[src/rtl/parity_serial_rx.sv]
// Receiver for start/data/parity/stop frames: deserializes DATA_W bits LSB-first
// and reports data with parity and framing status on a one-cycle valid pulse.
module parity_serial_rx #(
    parameter int DATA_W       = 8,
    parameter int CLKS_PER_BIT = 16
) (
    input  logic              clk,
    input  logic              reset,
    input  logic              rx,
    input  logic              odd_sel,
    output logic [DATA_W-1:0] data_out,
    output logic              data_valid,
    output logic              parity_err,
    output logic              frame_err,
    output logic              busy
);

    localparam int CW = $clog2(CLKS_PER_BIT);
    localparam int BW = $clog2(DATA_W) + 1;

    localparam logic [CW-1:0] CNT_LAST = CW'(CLKS_PER_BIT - 1);
    localparam logic [CW-1:0] CNT_MID  = CW'(CLKS_PER_BIT / 2 - 1);
    localparam logic [BW-1:0] BIT_LAST = BW'(DATA_W - 1);

    localparam logic [2:0] IDLE   = 3'd0;
    localparam logic [2:0] START  = 3'd1;
    localparam logic [2:0] DATA   = 3'd2;
    localparam logic [2:0] PARITY = 3'd3;
    localparam logic [2:0] STOP   = 3'd4;
    localparam logic [2:0] DONE   = 3'd5;

    logic              rx_meta_q, rx_s_q;
    logic [2:0]        state_q, state_d;
    logic [CW-1:0]     cnt_q, cnt_d;
    logic [BW-1:0]     bit_idx_q, bit_idx_d;
    logic [DATA_W-1:0] shift_q, shift_d;
    logic              p_q, p_d;
    logic              odd_q, odd_d;
    logic [DATA_W-1:0] data_out_q, data_out_d;
    logic              data_valid_q, data_valid_d;
    logic              parity_err_q, parity_err_d;
    logic              frame_err_q, frame_err_d;

    // Handshake: data_valid is a one-cycle strobe with no back-pressure; data_out,
    // parity_err and frame_err are stable from that cycle until the next strobe.
    always_comb begin
        state_d      = state_q;
        cnt_d        = cnt_q;
        bit_idx_d    = bit_idx_q;
        shift_d      = shift_q;
        p_d          = p_q;
        odd_d        = odd_q;
        data_out_d   = data_out_q;
        data_valid_d = 1'b0;
        parity_err_d = parity_err_q;
        frame_err_d  = frame_err_q;

        case (state_q)
            IDLE: begin
                cnt_d     = '0;
                bit_idx_d = '0;
                if (!rx_s_q) begin
                    state_d = START;
                    odd_d   = odd_sel;
                end
            end
            START: begin
                if (cnt_q == CNT_MID) begin
                    cnt_d   = '0;
                    state_d = rx_s_q ? IDLE : DATA;
                end else begin
                    cnt_d = cnt_q + 1'b1;
                end
            end
            DATA: begin
                if (cnt_q == CNT_LAST) begin
                    cnt_d   = '0;
                    // Shifting in at the MSB leaves the first-received bit at bit 0.
                    shift_d = (shift_q >> 1) | (DATA_W'(rx_s_q) << (DATA_W - 1));
                    if (bit_idx_q == BIT_LAST) begin
                        bit_idx_d = '0;
                        state_d   = PARITY;
                    end else begin
                        bit_idx_d = bit_idx_q + 1'b1;
                    end
                end else begin
                    cnt_d = cnt_q + 1'b1;
                end
            end
            PARITY: begin
                if (cnt_q == CNT_LAST) begin
                    cnt_d   = '0;
                    p_d     = rx_s_q;
                    state_d = STOP;
                end else begin
                    cnt_d = cnt_q + 1'b1;
                end
            end
            STOP: begin
                if (cnt_q == CNT_LAST) begin
                    cnt_d        = '0;
                    state_d      = DONE;
                    data_valid_d = 1'b1;
                    data_out_d   = shift_q;
                    parity_err_d = ((^shift_q) ^ p_q) != odd_q;
                    frame_err_d  = ~rx_s_q;
                end else begin
                    cnt_d = cnt_q + 1'b1;
                end
            end
            DONE:    state_d = IDLE;
            default: state_d = IDLE;
        endcase
    end

    always_ff @(posedge clk) begin
        if (reset) begin
            rx_meta_q    <= 1'b1;
            rx_s_q       <= 1'b1;
            state_q      <= IDLE;
            cnt_q        <= '0;
            bit_idx_q    <= '0;
            shift_q      <= '0;
            p_q          <= 1'b0;
            odd_q        <= 1'b0;
            data_out_q   <= '0;
            data_valid_q <= 1'b0;
            parity_err_q <= 1'b0;
            frame_err_q  <= 1'b0;
        end else begin
            rx_meta_q    <= rx;
            rx_s_q       <= rx_meta_q;
            state_q      <= state_d;
            cnt_q        <= cnt_d;
            bit_idx_q    <= bit_idx_d;
            shift_q      <= shift_d;
            p_q          <= p_d;
            odd_q        <= odd_d;
            data_out_q   <= data_out_d;
            data_valid_q <= data_valid_d;
            parity_err_q <= parity_err_d;
            frame_err_q  <= frame_err_d;
        end
    end

    assign data_out   = data_out_q;
    assign data_valid = data_valid_q;
    assign parity_err = parity_err_q;
    assign frame_err  = frame_err_q;
    assign busy       = (state_q != IDLE);

endmodule

[config.mk]
export PLATFORM = sky130hd
export DESIGN_NAME = parity_serial_rx
export DESIGN_NICKNAME = d
export VERILOG_FILES = /design/src/rtl/parity_serial_rx.sv
export SDC_FILE = /design/constraint.sdc
export NUM_CORES = 1
export LEC_CHECK = 0
export BUFFER_PORTS_ARGS = -buffer_cell sky130_fd_sc_hd__buf_2
export CAP_MARGIN = 20
export CORE_MARGIN = 4
export CORE_UTILIZATION = 30
export CTS_CLUSTER_DIAMETER = 100
export DETAILED_ROUTE_END_ITERATION = 6
export PLACE_DENSITY = 0.43
export SLEW_MARGIN = 10
export SYNTH_ARGS = -nofsm -noshare
export SYNTH_HDL_FRONTEND = slang
export SYNTH_SLANG_ARGS = --single-unit
[constraint.sdc]
create_clock -name clk -period 1.9 [get_ports clk]
set_clock_uncertainty 0.05 [all_clocks]
set_input_delay 0.095 -clock clk [delete_from_list [all_inputs] [get_ports clk]]
set_output_delay 0.095 -clock clk [all_outputs]
set_load 0.02 [all_outputs]
==> impl_summary.log <==
INFO  metric yosys_register_bits = 34
INFO  metric remaining_drcs = 0
INFO  metric setup_viol = 0
INFO  metric maxClockFrequency = between 500 and 600 MHz
INFO  metric hold_viol = 0
INFO  metric ctsRootBufferMaster = clkbuf_8
INFO  metric critical_path.max_stage_delay = around 0.47 ns
INFO  metric ir_drop = between 0.4 and 0.5 mV
INFO  metric rows = 25
INFO  metric syn-mean-instance-area = roughly 9 um2
INFO  metric detail_route.vias_per_cell = between 4 and 5
INFO  metric synth_area_leader_cell = dfxtp_1
INFO  metric worstPathMaxFanout = 4
INFO  metric clock_insertion_delay_worst_skew = between 0.2 and 0.3 ns
INFO  metric area_growth_syn_to_layout = 17.34%
INFO  metric fp.dieArea = around 0.006 mm2
INFO  metric initialDrtViolationCount = between 90 and 100
INFO  metric min_period = 1.759 ns
INFO  metric maxSlewViolCount = 0
INFO  metric dp.cells = ~240
INFO  metric post-synth-top-count-cell = dfxtp_1
INFO  metric crit_chain = ha_1 -> nand3_2 -> a211o_1 -> or4_1 -> a21oi_1
INFO  metric hold_slack_final = 0.2511 ns
INFO  metric fin_ws = about 0.14 ns
INFO  metric synth_top_cells_by_area = dfxtp_1 46%, mux2i_1 8.8%, a21oi_1 5.4%
INFO  metric wl_per_cell = roughly 12 um
INFO  metric postSynthCellCount = 167
INFO  metric grt_setup_unrepaired = no
INFO  metric cts.reportedPaths.clkPinSlew = about 0.06 ns
INFO  metric track_usage = 0.1121
INFO  metric cp.arrival = around 1.9 ns
INFO  metric fin_nets = around 190
INFO  metric synthesis.yosys.warnings = 0
INFO  metric clkSinkCount = 34
INFO  metric fin_tns_setup = 0 ns
INFO  metric syn-num-nets = 173
INFO  metric pre_cts_slack = ~0.13 ns
INFO  metric die_x = around 80 um
INFO  metric tritoncts_clock_tree = done
INFO  metric top_usage_layer = met2
INFO  metric totalWireLength = about 3000 um
INFO  metric final.period_utilization = 0.9260
INFO  metric grt_remaining_overflow = 0
INFO  metric vias_in_the_first_global_route = approximately 1200
INFO  metric drive_above_1_share = 0.1685
INFO  metric groute.layer.met3.usage = 0.03555
INFO  metric placed_inst_area = ~0.0016 mm2
INFO  metric route.vias.total = roughly 1200
INFO  metric die_y = approximately 78 um
INFO  metric diodes = 0
INFO  metric gpl.final_weighted_congestion = ~0.77
INFO  metric yosysSeqAreaShare = 0.4602
INFO  metric slowest_stage = or4_1
INFO  metric postLayoutCellArea = between 0.0015 and 0.002 mm2
INFO  metric worst_hold_path_type = input port to flip-flop
INFO  metric design.portCount = 16
INFO  metric most_used_flip_flop_cell_after_synthesis = dfxtp_1
INFO  metric design.core.area = roughly 0.0048 mm2
INFO  metric htree_num_levels = 2
INFO  metric synth_cell_type_count = 32
INFO  metric largest_net_degree_at_the_start_of_global_routing = 35
INFO  metric power.density = approximately 830 mW/mm2
INFO  metric worst-path-buf-inv = 0
INFO  metric post_synth_edffs = 0
INFO  metric setup.worst_path.class = flip-flop to flip-flop
INFO  metric synthTopCellsByCount = 34 x dfxtp_1, 21 x nor2_1, 20 x nand2_1
INFO  metric mappedNetlistArea = 0.001479 mm2
INFO  metric worst_pin_slew = ~0.6 ns
INFO  metric initial_core_utilization = 0.3111
INFO  metric yosys.area.top_type_share = 0.4602
INFO  metric globalRouteMet2Util = 0.1807
INFO  metric post_layout_nonfiller_instances = ~250
INFO  metric antenna_found_initial = 0
INFO  metric drt_first_pass_iters = 4
INFO  metric maxSlewHeadroom = 0.5944
INFO  metric max-clock-path-buffers = 2
INFO  metric grt_util_met1 = 0.1363
INFO  metric port-buffer-count = 15
INFO  metric cap_viol_max_count = 0
INFO  metric power_leakage = 0.6375 nW
INFO  metric wire_length_of_the_first_global_routing_pass = about 5500 um
INFO  metric asyncSetResetFlopFracSynth = 0
INFO  metric drt.antenna.violating_nets = 0
INFO  metric cts_made_buffers = 5
INFO  metric run_status = completed
INFO  metric dp_hpwl = between 2000 and 2500 um
INFO  metric crit_path_start_kind = flip-flop
INFO  metric worstSetupEndpointType = flip-flop
INFO  metric path_delay_family = simple AND/OR/NAND/NOR gates
INFO  metric worst_ep_required_time = approximately 2.1 ns
-- metal layers --
metal / vias up / routed length, um / part of all wire
met5: - / 0 / 0
met2: 14 / 1471 / 0.49
met1: 530 / 1381 / 0.46
met4: 0 / 51 / 0.017
li1: 606 / - / -
met3: 5 / 107 / 0.036
-- cell type report --
type	instances	area, um2
Fill cell	517	3019
Multi-Input combinational cell	122	747.0
Sequential cell	34	680.7
Timing Repair Buffer	21	137.6
Tap cell	67	83.83
Clock buffer	6	82.58
Inverter	1	3.754
-- cells in the final DEF (no fill, tap or decap), types with 2 or more instances in the layout --
| cell | synthesis | routed |
|---|---|---|
| a211oi_1 | 2 | 2 |
| a21oi_1 | 16 | 16 |
| buf_2 | 2 | 15 |
| buf_4 | 2 | 3 |
| clkbuf_8 | 0 | 6 |
| dfxtp_1 | 34 | 34 |
| dlygate4sd3_1 | 0 | 2 |
| ha_1 | 2 | 2 |
| mux2i_1 | 13 | 13 |
| nand2_1 | 20 | 20 |
| nand3_1 | 3 | 3 |
| nand4b_1 | 2 | 2 |
| nor2_1 | 21 | 21 |
| nor3_1 | 5 | 5 |
| o21ai_0 | 10 | 10 |
| or2_2 | 2 | 2 |
| or3_1 | 3 | 3 |
| xnor2_1 | 9 | 9 |
-- worst register-to-register path, cell delays in order, from the launching register on --
cell and delay, ns:
dfxtp_1 0.37, ha_1 0.22, nand3_2 0.09, a211o_1 0.34, or4_1 0.47, a21oi_1 0.14
-- sequential cells by signal (all words and copies together), names as in the netlist --
register    cells
bit_idx_q       4
cnt_q           4
data_out        8
data_valid      1
frame_err       1
odd_q           1
p_q             1
parity_err      1
rx_meta_q       1
rx_s_q          1
shift_q         8
state_q         3
-- logic make-up after synthesis --
logic type,Yosys count,synth area share
flip-flops,34,0.4602
adder cells (fa/ha/maj),2,0.01692
multiplexers,14,0.09560
AND/OR/NAND/NOR,62,0.2039
AO/OA/AOI/OAI,34,0.1294
XOR/XNOR,10,0.05923
buffers and inverters,11,0.03468
-- path summary, 6_finish.rpt --
kind	startpoint	end	slack (ns)	cells after the start
worst min-delay path	reset	bit_idx_q[0]	0.25	2
worst min register to register	rx_meta_q	rx_s_q	0.36	1
worst max register to register	cnt_q[1]	bit_idx_q[3]	0.14	5
worst max-delay path	cnt_q[1]	bit_idx_q[3]	0.14	5
-- stage by stage --
step                      power, mW    util
after floorplan              0.9114       -
after global placement       0.9444  0.3434
after detailed placement     0.9470  0.3434
after CTS                     1.470  0.3650
after global routing          1.520  0.3650
final                         1.443  0.3650
-- power by group --
part / total, mW / switching (mW) / leakage (nW) / internal [mW]
clock: 0.509 / 0.230 / 0.0431 / 0.279
combinational: 0.173 / 0.0995 / 0.320 / 0.0732
sequential: 0.761 / 0.0316 / 0.275 / 0.730
total: 1.44 / 0.362 / 0.637 / 1.08
-- what timing repair did --
| item | 4_1_cts | 5_1_grt |
|---|---|---|
| hold endpoints to repair | 2 | 0 |
| setup endpoints to repair | 0 | 1 |
| buffers inserted | 0 | 0 |
| resized for setup | 0 | 1 |
| hold buffers | 2 | 0 |
No activity file was read; power rests on OpenSTA's default activity.
